--- src/rtl/covered_gen.sv ---
// covered_gen: scans the grid row-major and emits a per-point {A,B,C}
// circle coverage vector through a 2-stage valid/ready pipeline.
//
// Ports:
//   clk, rst_n     clock, async active-low reset
//   en_i           start pulse, sampled only while idle
//   central_i      {xA,yA,xB,yB,xC,yC}, xA in the MSBs
//   radius_i       {rA,rB,rC}
//   mode_i         mode latched at start
//   ready_i        downstream accepts the current beat
//   covered_o      [2]=in A, [1]=in B, [0]=in C
//   mode_buf_o     mode held for the whole scan
//   valid_o        covered_o/last_o valid
//   last_o         beat for point (GRID_W,GRID_H)
//   busy_o         start accepted until last beat accepted

`ifndef MODE_SZ
`define MODE_SZ 2
`endif

`ifndef COVERED_SZ
`define COVERED_SZ 3
`endif

package covered_gen_pkg;
  typedef enum logic [1:0] {
    IDLE,
    SCAN,
    DRAIN
  } state_t;
endpackage

module covered_gen
  import covered_gen_pkg::*;
#(
  parameter int GRID_W = 8,
  parameter int GRID_H = 8,
  parameter int CW     = 4
) (
  input  logic                   clk,
  input  logic                   rst_n,
  input  logic                   en_i,
  input  logic [6*CW-1:0]        central_i,
  input  logic [3*CW-1:0]        radius_i,
  input  logic [`MODE_SZ-1:0]    mode_i,
  input  logic                   ready_i,
  output logic [`COVERED_SZ-1:0] covered_o,
  output logic [`MODE_SZ-1:0]    mode_buf_o,
  output logic                   valid_o,
  output logic                   last_o,
  output logic                   busy_o
);

  localparam int DW = 2*CW+1;
  localparam int RW = 2*CW;

  localparam logic [CW-1:0] XMAX = CW'(GRID_W);
  localparam logic [CW-1:0] YMAX = CW'(GRID_H);
  localparam logic [CW-1:0] ONE  = CW'(1);

  state_t state;

  logic [CW-1:0]   x;
  logic [CW-1:0]   y;
  logic [6*CW-1:0] cen;
  logic [3*CW-1:0] rad;

  logic s1_v;
  logic s1_last;

  logic s2_adv;
  logic s1_adv;
  logic issue;
  logic issue_last;
  logic done;

  logic [`COVERED_SZ-1:0] hit;

  // Each stage moves when the stage after it can take its data,
  // so empty stages keep filling while the output is held.
  assign s2_adv     = !valid_o || ready_i;
  assign s1_adv     = !s1_v || s2_adv;
  assign issue      = (state == SCAN) && s1_adv;
  assign issue_last = (x == XMAX) && (y == YMAX);
  assign done       = valid_o && ready_i && last_o;

  // Squared distance with exact signed deltas; CW+1 bits holds any
  // difference of two CW-bit unsigned values, so off-grid centres
  // never wrap.
  function automatic logic [DW-1:0] dist2(
    input logic [CW-1:0] px,
    input logic [CW-1:0] py,
    input logic [CW-1:0] qx,
    input logic [CW-1:0] qy
  );
    logic [CW:0]   dx;
    logic [CW:0]   dy;
    logic [2*CW+1:0] ex;
    logic [2*CW+1:0] ey;
    logic [2*CW+1:0] sx;
    logic [2*CW+1:0] sy;
    dx = {1'b0, px} - {1'b0, qx};
    dy = {1'b0, py} - {1'b0, qy};
    ex = {{(CW+1){dx[CW]}}, dx};
    ey = {{(CW+1){dy[CW]}}, dy};
    sx = ex * ex;
    sy = ey * ey;
    return sx[DW-1:0] + sy[DW-1:0];
  endfunction

  // Control: start, point counters, drain, busy.
  always_ff @(posedge clk or negedge rst_n) begin
    if (!rst_n) begin
      state      <= IDLE;
      busy_o     <= 1'b0;
      x          <= '0;
      y          <= '0;
      cen        <= '0;
      rad        <= '0;
      mode_buf_o <= '0;
    end else begin
      unique case (state)
        IDLE: begin
          if (en_i) begin
            cen        <= central_i;
            rad        <= radius_i;
            mode_buf_o <= mode_i;
            x          <= ONE;
            y          <= ONE;
            busy_o     <= 1'b1;
            state      <= SCAN;
          end
        end
        SCAN: begin
          if (issue) begin
            if (issue_last) begin
              state <= DRAIN;
            end else if (x == XMAX) begin
              x <= ONE;
              y <= y + ONE;
            end else begin
              x <= x + ONE;
            end
          end
        end
        DRAIN: begin
          if (done) begin
            busy_o <= 1'b0;
            state  <= IDLE;
          end
        end
        default: state <= IDLE;
      endcase
    end
  end

  // Stage 1 valid/last tracking.
  always_ff @(posedge clk or negedge rst_n) begin
    if (!rst_n) begin
      s1_v    <= 1'b0;
      s1_last <= 1'b0;
    end else if (s1_adv) begin
      s1_v    <= issue;
      s1_last <= issue && issue_last;
    end
  end

  // Per-circle datapath. Circle 0 is A and lands on covered_o[2].
  for (genvar g = 0; g < 3; g++) begin : g_circ
    logic [CW-1:0] xc;
    logic [CW-1:0] yc;
    logic [CW-1:0] rc;
    logic [DW-1:0] d2_q;
    logic [RW-1:0] r2_q;

    assign xc = cen[(5-2*g)*CW +: CW];
    assign yc = cen[(4-2*g)*CW +: CW];
    assign rc = rad[(2-g)*CW +: CW];

    always_ff @(posedge clk or negedge rst_n) begin
      if (!rst_n) begin
        d2_q <= '0;
        r2_q <= '0;
      end else if (issue) begin
        d2_q <= dist2(x, y, xc, yc);
        r2_q <= RW'(rc) * RW'(rc);
      end
    end

    // Inclusive: points on the circle count as covered.
    assign hit[2-g] = (d2_q <= DW'(r2_q));
  end

  // Stage 2: registered outputs, frozen while a beat is stalled.
  always_ff @(posedge clk or negedge rst_n) begin
    if (!rst_n) begin
      valid_o   <= 1'b0;
      covered_o <= '0;
      last_o    <= 1'b0;
    end else if (s2_adv) begin
      valid_o   <= s1_v;
      covered_o <= s1_v ? hit : '0;
      last_o    <= s1_v && s1_last;
    end
  end

endmodule
--- config.mk ---
export PLATFORM = sky130hd
export DESIGN_NAME = covered_gen
export DESIGN_NICKNAME = d
export VERILOG_FILES = /design/src/rtl/covered_gen.sv
export SDC_FILE = /design/constraint.sdc
export NUM_CORES = 1
export LEC_CHECK = 0
export CAP_MARGIN = 20
export CELL_PAD_IN_SITES_DETAIL_PLACEMENT = 0
export CELL_PAD_IN_SITES_GLOBAL_PLACEMENT = 1
export CORE_ASPECT_RATIO = 1.25
export CORE_MARGIN = 8
export CORE_UTILIZATION = 40
export DETAILED_ROUTE_END_ITERATION = 8
export PLACE_DENSITY_LB_ADDON = 0.08
export SYNTH_ARGS = -nofsm -noshare
export SYNTH_HDL_FRONTEND = slang
export SYNTH_SLANG_ARGS = --single-unit
--- constraint.sdc ---
create_clock -name clk -period 5.8 [get_ports clk]
set_clock_uncertainty 0.2 [all_clocks]
set_input_delay 1.16 -clock clk [delete_from_list [all_inputs] [get_ports clk]]
set_output_delay 1.16 -clock clk [all_outputs]
set_load 0.1 [all_outputs]
Word level (Yosys, flattened, before mapping)
Cells that the tools add are included.
{ "op_classes": {"n_shift": 0, "multipliers": 9, "eq_ne": 10, "add_sub_neg": 11, "div": 0, "mux": 18, "reduce_logical": 18, "bitwise_logic": 0, "n_lt_le_gt_ge": 3} }
{ "op_table": {"columns": ["op", "n"], "rows": [
  ["multiplier 5 x 5 -> 9 bit", 6],
  ["subtractor 4 x 4 -> 5 bit", 6],
  ["two-way mux 4 bit", 7],
  ["adder 9 bit", 3],
  ["less-or-equal comparator 9 x 8 -> 1 bit", 3],
  ["multiplier 4 x 4 -> 8 bit", 3],
  ["one-hot mux 4 bit (2 select lines)", 2],
  ["inequality test 2 bit, second input constant", 5],
  ["adder 4 x 1 -> 4 bit, second input constant", 2],
  ["equality test 4 bit, second input constant", 2],
  ["two-way mux 2 bit", 4],
  ["AND reduction 4 bit", 2],
  ["logical AND 1 bit", 6],
  ["one-hot mux 2 bit (3 select lines)", 1],
  ["AND reduction 5 bit", 1],
  ["nonzero test 2 bit", 2],
  ["two-way mux 3 bit", 1],
  ["AND reduction 3 bit", 1],
  ["equality test 2 x 1 -> 1 bit, second input constant", 1],
  ["equality test 2 bit, second input constant", 1],
  ["zero test 1 bit", 2],
  ["zero test 2 bit", 1],
  ["logical OR 1 bit", 2],
  ["two-way mux 1 bit", 2],
  ["3 further kinds", 3]
]} }
{ "word_totals": {"input_bits": 42, "romBits": 0, "n_memories": 0, "output_inout_bits": 8, "mem_bits_rw": 0, "register_bits": 107, "wordCells": 87, "latchBits": 0} }

Longest topological paths before layout
Gate-level depths: netlist of run 1.
{ "depth": {"word_depth": 6, "depth_mapped": 23} }

Least setup slack after synthesis of run 1
No wires, ideal clock.
{ "synth_timing": {"path_kind": "register to register", "from": "reg y[0]", "to": "reg g_circ[0].d2_q[7]", "slack_ps": 81, "stages_incl_launch_ff": 22, "t_required_ps": 5465, "arrival_ps": 5385, "cell_sequence": "dfrtp_1 inv_1 ha_1 inv_1 fa_1 a21o_1 a21o_1 inv_1 nand2_1 fa_1 inv_1 fa_1 inv_1 fa_1 inv_1 fa_1 fa_1 fa_1 a21o_1 a21oi_1 xor2_1 o21ai_0"} }
{ "synth_via": {"elab_chain_len": 3} }
{ "synth_lines": {"columns": ["item", "line_no", "rtl"], "rows": [
  ["start, declared", "64", "logic [CW-1:0] y;"],
  ["start signal, assigned", "140", "y <= y + ONE;"],
  ["subtractor 4 x 4 -> 5 bit", "103", "dy = {1'b0, py} - {1'b0, qy};"],
  ["multiplier 5 x 5 -> 9 bit", "107", "sy = ey * ey;"],
  ["adder 9 bit", "108", "return sx[DW-1:0] + sy[DW-1:0];"],
  ["end signal, assigned", "185", "d2_q <= dist2(x, y, xc, yc);"],
  ["end, declared", "173", "logic [DW-1:0] d2_q;"]
]} }
Every way passes these cells.
A chain may end at the register's enable or synchronous reset.

Worst setup path after layout of run 1
{ "layout_timing": {"from": "reg x[0]", "to": "reg g_circ[2].d2_q[7]"} }
{ "layout_via": {"elab_chain_len": 3} }
{ "layout_lines": {"columns": ["item", "line_no", "rtl"], "rows": [
  ["start, declared", "63", "logic [CW-1:0] x;"],
  ["start signal, assigned", "142", "x <= x + ONE;"],
  ["subtractor 4 x 4 -> 5 bit", "102", "dx = {1'b0, px} - {1'b0, qx};"],
  ["multiplier 5 x 5 -> 9 bit", "106", "sx = ex * ex;"],
  ["adder 9 bit", "108", null],
  ["end signal, assigned", "185", null],
  ["end, declared", "173", null]
]} }
Every way passes these cells.

==> results of run 1 <==
## cells by family (layout without fill, tap and decap cells)
group / Yosys count / in the layout / synth area share
simple gates: 210 / 210 / 0.0980
flops: 104 / 104 / 0.262
xor+xnor: 72 / 72 / 0.0635
fa+ha+maj: 225 / 225 / 0.357
compound gates: 155 / 155 / 0.0969
mux: 39 / 39 / 0.0442
buf+inv: 205 / 352 / 0.0780
## through the flow
stage | cell area, µm² | utilization | hold WS, ps | setup WS, ps | setup TNS (ps)
final | 12000 | 0.493 | 285 | 154 | 0
after global routing | 12000 | 0.493 | 310 | -53.1 | -213
after CTS | 11800 | 0.482 | 293 | 1.03 | 0
after detailed placement | 11400 | 0.468 | 274 | -230 | -1520
after global placement | 11400 | 0.468 | 267 | -135 | -791
after floorplan | 9930 | - | 246 | 80.5 | 0
## path summary, 6_finish.rpt
check / cells after the start / slack (ps) / from / endpoint
setup / recovery: 24 / 150 / x[0] / g_circ[2].d2_q[7]
hold / removal: 2 / 280 / g_circ[2].r2_q[5] / g_circ[2].r2_q[5]
setup reg to reg: 24 / 150 / x[0] / g_circ[2].d2_q[7]
hold reg to reg: 2 / 280 / g_circ[2].r2_q[5] / g_circ[2].r2_q[5]
max in group asynchronous: 2 / 3610 / rst_n / y[1]
min in group asynchronous: 1 / 690 / rst_n / rad[5]
## layout make-up
| class | count | area (µm²) | share of cell area |
|---|---|---|---|
| clock buffers | 9 | 225 | 0.0187 |
| clock inverters | 7 | 92.6 | 0.00769 |
| inverters | 191 | 723 | 0.0601 |
| multi-input cells | 701 | 6760 | 0.561 |
| flip-flops and latches | 104 | 2600 | 0.216 |
| well taps | 330 | 413 | 0.0343 |
| repair buffers | 145 | 1230 | 0.102 |
## worst max-delay path, cell delays in order (launching register included)
cell and delay (ps):
dfrtp_1 420, clkinvlp_4 130, buf_6 130, ha_4 110, inv_1 50, fa_2 330
a21o_1 180, a21o_1 200, nor2_2 130, inv_1 60, fa_2 510, inv_1 50
fa_1 470, inv_1 50, fa_1 520, inv_1 50, fa_1 450, fa_1 550
inv_1 70, fa_2 390, inv_1 60, a21o_1 100, a21oi_1 70, xor2_1 150
o21ai_1 70
## cell usage after synthesis (3+ instances only)
| master | instances | area [µm²] |
|---|---|---|
| a21oi_1 | 31 | 155 |
| buf_2 | 4 | 20.0 |
| nor3_1 | 4 | 20.0 |
| nand2_1 | 93 | 349 |
| nand2b_1 | 10 | 62.6 |
| clkbuf_1 | 10 | 37.5 |
| a21o_1 | 41 | 308 |
| or2_2 | 4 | 25.0 |
| mux2_2 | 39 | 439 |
| a31oi_1 | 4 | 25.0 |
| nand3b_1 | 5 | 37.5 |
| o21bai_1 | 3 | 22.5 |
| xnor2_1 | 43 | 377 |
| fa_1 | 98 | 1960 |
| ha_1 | 127 | 1590 |
| dfrtp_1 | 104 | 2600 |
| o21ai_0 | 62 | 310 |
| and2_1 | 25 | 156 |
| inv_1 | 191 | 717 |
| xor2_1 | 29 | 254 |
| nand3_1 | 4 | 20.0 |
| nand4_1 | 3 | 18.8 |
| a211oi_4 | 3 | 60.1 |
| nor2_1 | 44 | 165 |
| nor2b_1 | 12 | 75.1 |
## per-layer routing
layer	global-route usage	share of wire	vias up	wire, µm
li1	-	-	3496	-
met5	0	0	-	0
met4	0.0244	0.0075	0	154
met1	0.181	0.45	3298	9270
met3	0.0241	0.025	13	513
met2	0.266	0.52	52	10600
## cell usage in the layout (no fill, tap or decap), drive strengths merged
| master | count |
|---|---|
| xnor2 | 43 |
| nand4 | 3 |
| clkbuf | 9 |
| o21bai | 3 |
| fa | 98 |
| nor3b | 1 |
| a21oi | 31 |
| nand2 | 93 |
| nor2b | 12 |
| a211oi | 5 |
| a22o | 1 |
| buf | 97 |
| dfrtp | 104 |
| o21ai | 65 |
| clkinv | 5 |
| or2 | 4 |
| a31oi | 4 |
| and3 | 2 |
| a311oi | 1 |
| nor4b | 2 |
| nand3 | 4 |
| ha | 127 |
| o211ai | 1 |
| nor3 | 4 |
| a211o | 1 |
| a21o | 41 |
| clkdlybuf4s50 | 48 |
| nand3b | 5 |
| inv | 191 |
| mux2 | 39 |
| o31ai | 1 |
| clkinvlp | 2 |
| nor2 | 44 |
| o22ai | 1 |
| or3 | 1 |
| xor2 | 29 |
| nand2b | 10 |
| and2 | 25 |
## registers in the layout, indices dropped and copies added (netlist names), 2 cells and up
| signal | flops |
|---|---|
| rad | 12 |
| x | 4 |
| covered_o | 3 |
| state | 2 |
| g_circ.d2_q | 27 |
| mode_buf_o | 2 |
| y | 4 |
| g_circ.r2_q | 21 |
| cen | 24 |
## timing repair
item | CTS | global route
gates cloned | 0 | 0
resized for setup | 12 | 55
setup buffers | 1 | 11
endpoints found under the setup margin | 11 | 12
pin swaps | 8 | 40
==> impl_metrics.json, run 1 <==
{
  "firstDrtPassIters": 4,
  "core_um2": 24400,
  "ys_seq_area_frac": 0.262,
  "rsz0062_at_grt": "true",
  "clk_pin_slew_ps": 80,
  "synth.avg_cell_area_um2": 9.83,
  "vias": 6859,
  "area_growth_pct": 21.2,
  "vias_per_cell": 4.61,
  "dpl.cell_count": 1459,
  "drv_slew": 0,
  "synthFlopType": "dfrtp_1",
  "layout-drive-gt1-share": 0.185,
  "n_antenna_cell": 0,
  "wl_per_cell_um": 13.8,
  "ys_types": 38,
  "tightest_slew_ps": 1030,
  "grt_pass1_wl_um": 35200,
  "min_period_ps": 5650,
  "start_kind": "flip-flop",
  "clock_path_buffers": 2,
  "finalHoldViolCount": 0,
  "cts_tree": "yes",
  "grt_usage": 0.147,
  "gp_congestion": 0.787,
  "port_buffers": 49,
  "clock_latency_ps": 360,
  "grt_start_max_net_pins": 67,
  "dieHeight_um": 192,
  "synth-edff-count": 0,
  "async_reset_ff_frac": 1.00,
  "gr-total-overflow": 0,
  "cts.sinks": 104,
  "die_x_um": 157,
  "antenna_left": 0,
  "cts_buffers": 9,
  "antenna_found_initial": 0,
  "syn_inst": 1010,
  "dpl.hpwl_um": 16900,
  "row_count": 64,
  "dieArea_um2": 30200,
  "synth_warnings": 0,
  "finalNonFillerCells": 1487,
  "first_iter_violations": 221,
  "syn_area_um2": 9930,
  "grt_pass1_vias": 7260,
  "cp_data_arrival_time_ps": 5670,
  "worstPathMaxFanout": 3,
  "setup_viol": 0,
  "path_class": "flip-flop to flip-flop",
  "status": "completed",
  "finalNetCount": 1419,
  "timing.max_cap.violations": 0,
  "ys_ff_latch": 104,
  "critical_path_required_ps": 5830,
  "nFillCells": 2344,
  "timing.slew.headroom": 0.311,
  "initial_core_util": 0.407,
  "syn-num-nets": 1277,
  "drt_wl_total_um": 20600,
  "post-route-period-util": 0.973,
  "end_kind": "flip-flop",
  "cts.hold.buffers_added": 0,
  "root_buffer": "clkbuf_16",
  "max_freq_ghz": 0.177,
  "htreeDepth": 3,
  "top_level_ports": 50,
  "drc_errors": 0,
  "min_path_type": "flip-flop to flip-flop"
}
Power of run 1 is left out: the tool's default activity adds up to more than one toggle a clock period on the data nets, which glitch-free logic cannot reach.
==> run 2: changes to the inputs <==
- HOLD_SLACK_MARGIN: default -> 0.02
==> results of run 2 <==
No change in the layout: final DEF, timing and power equal those of run 1.
Power of run 2 is left out for the same reason.
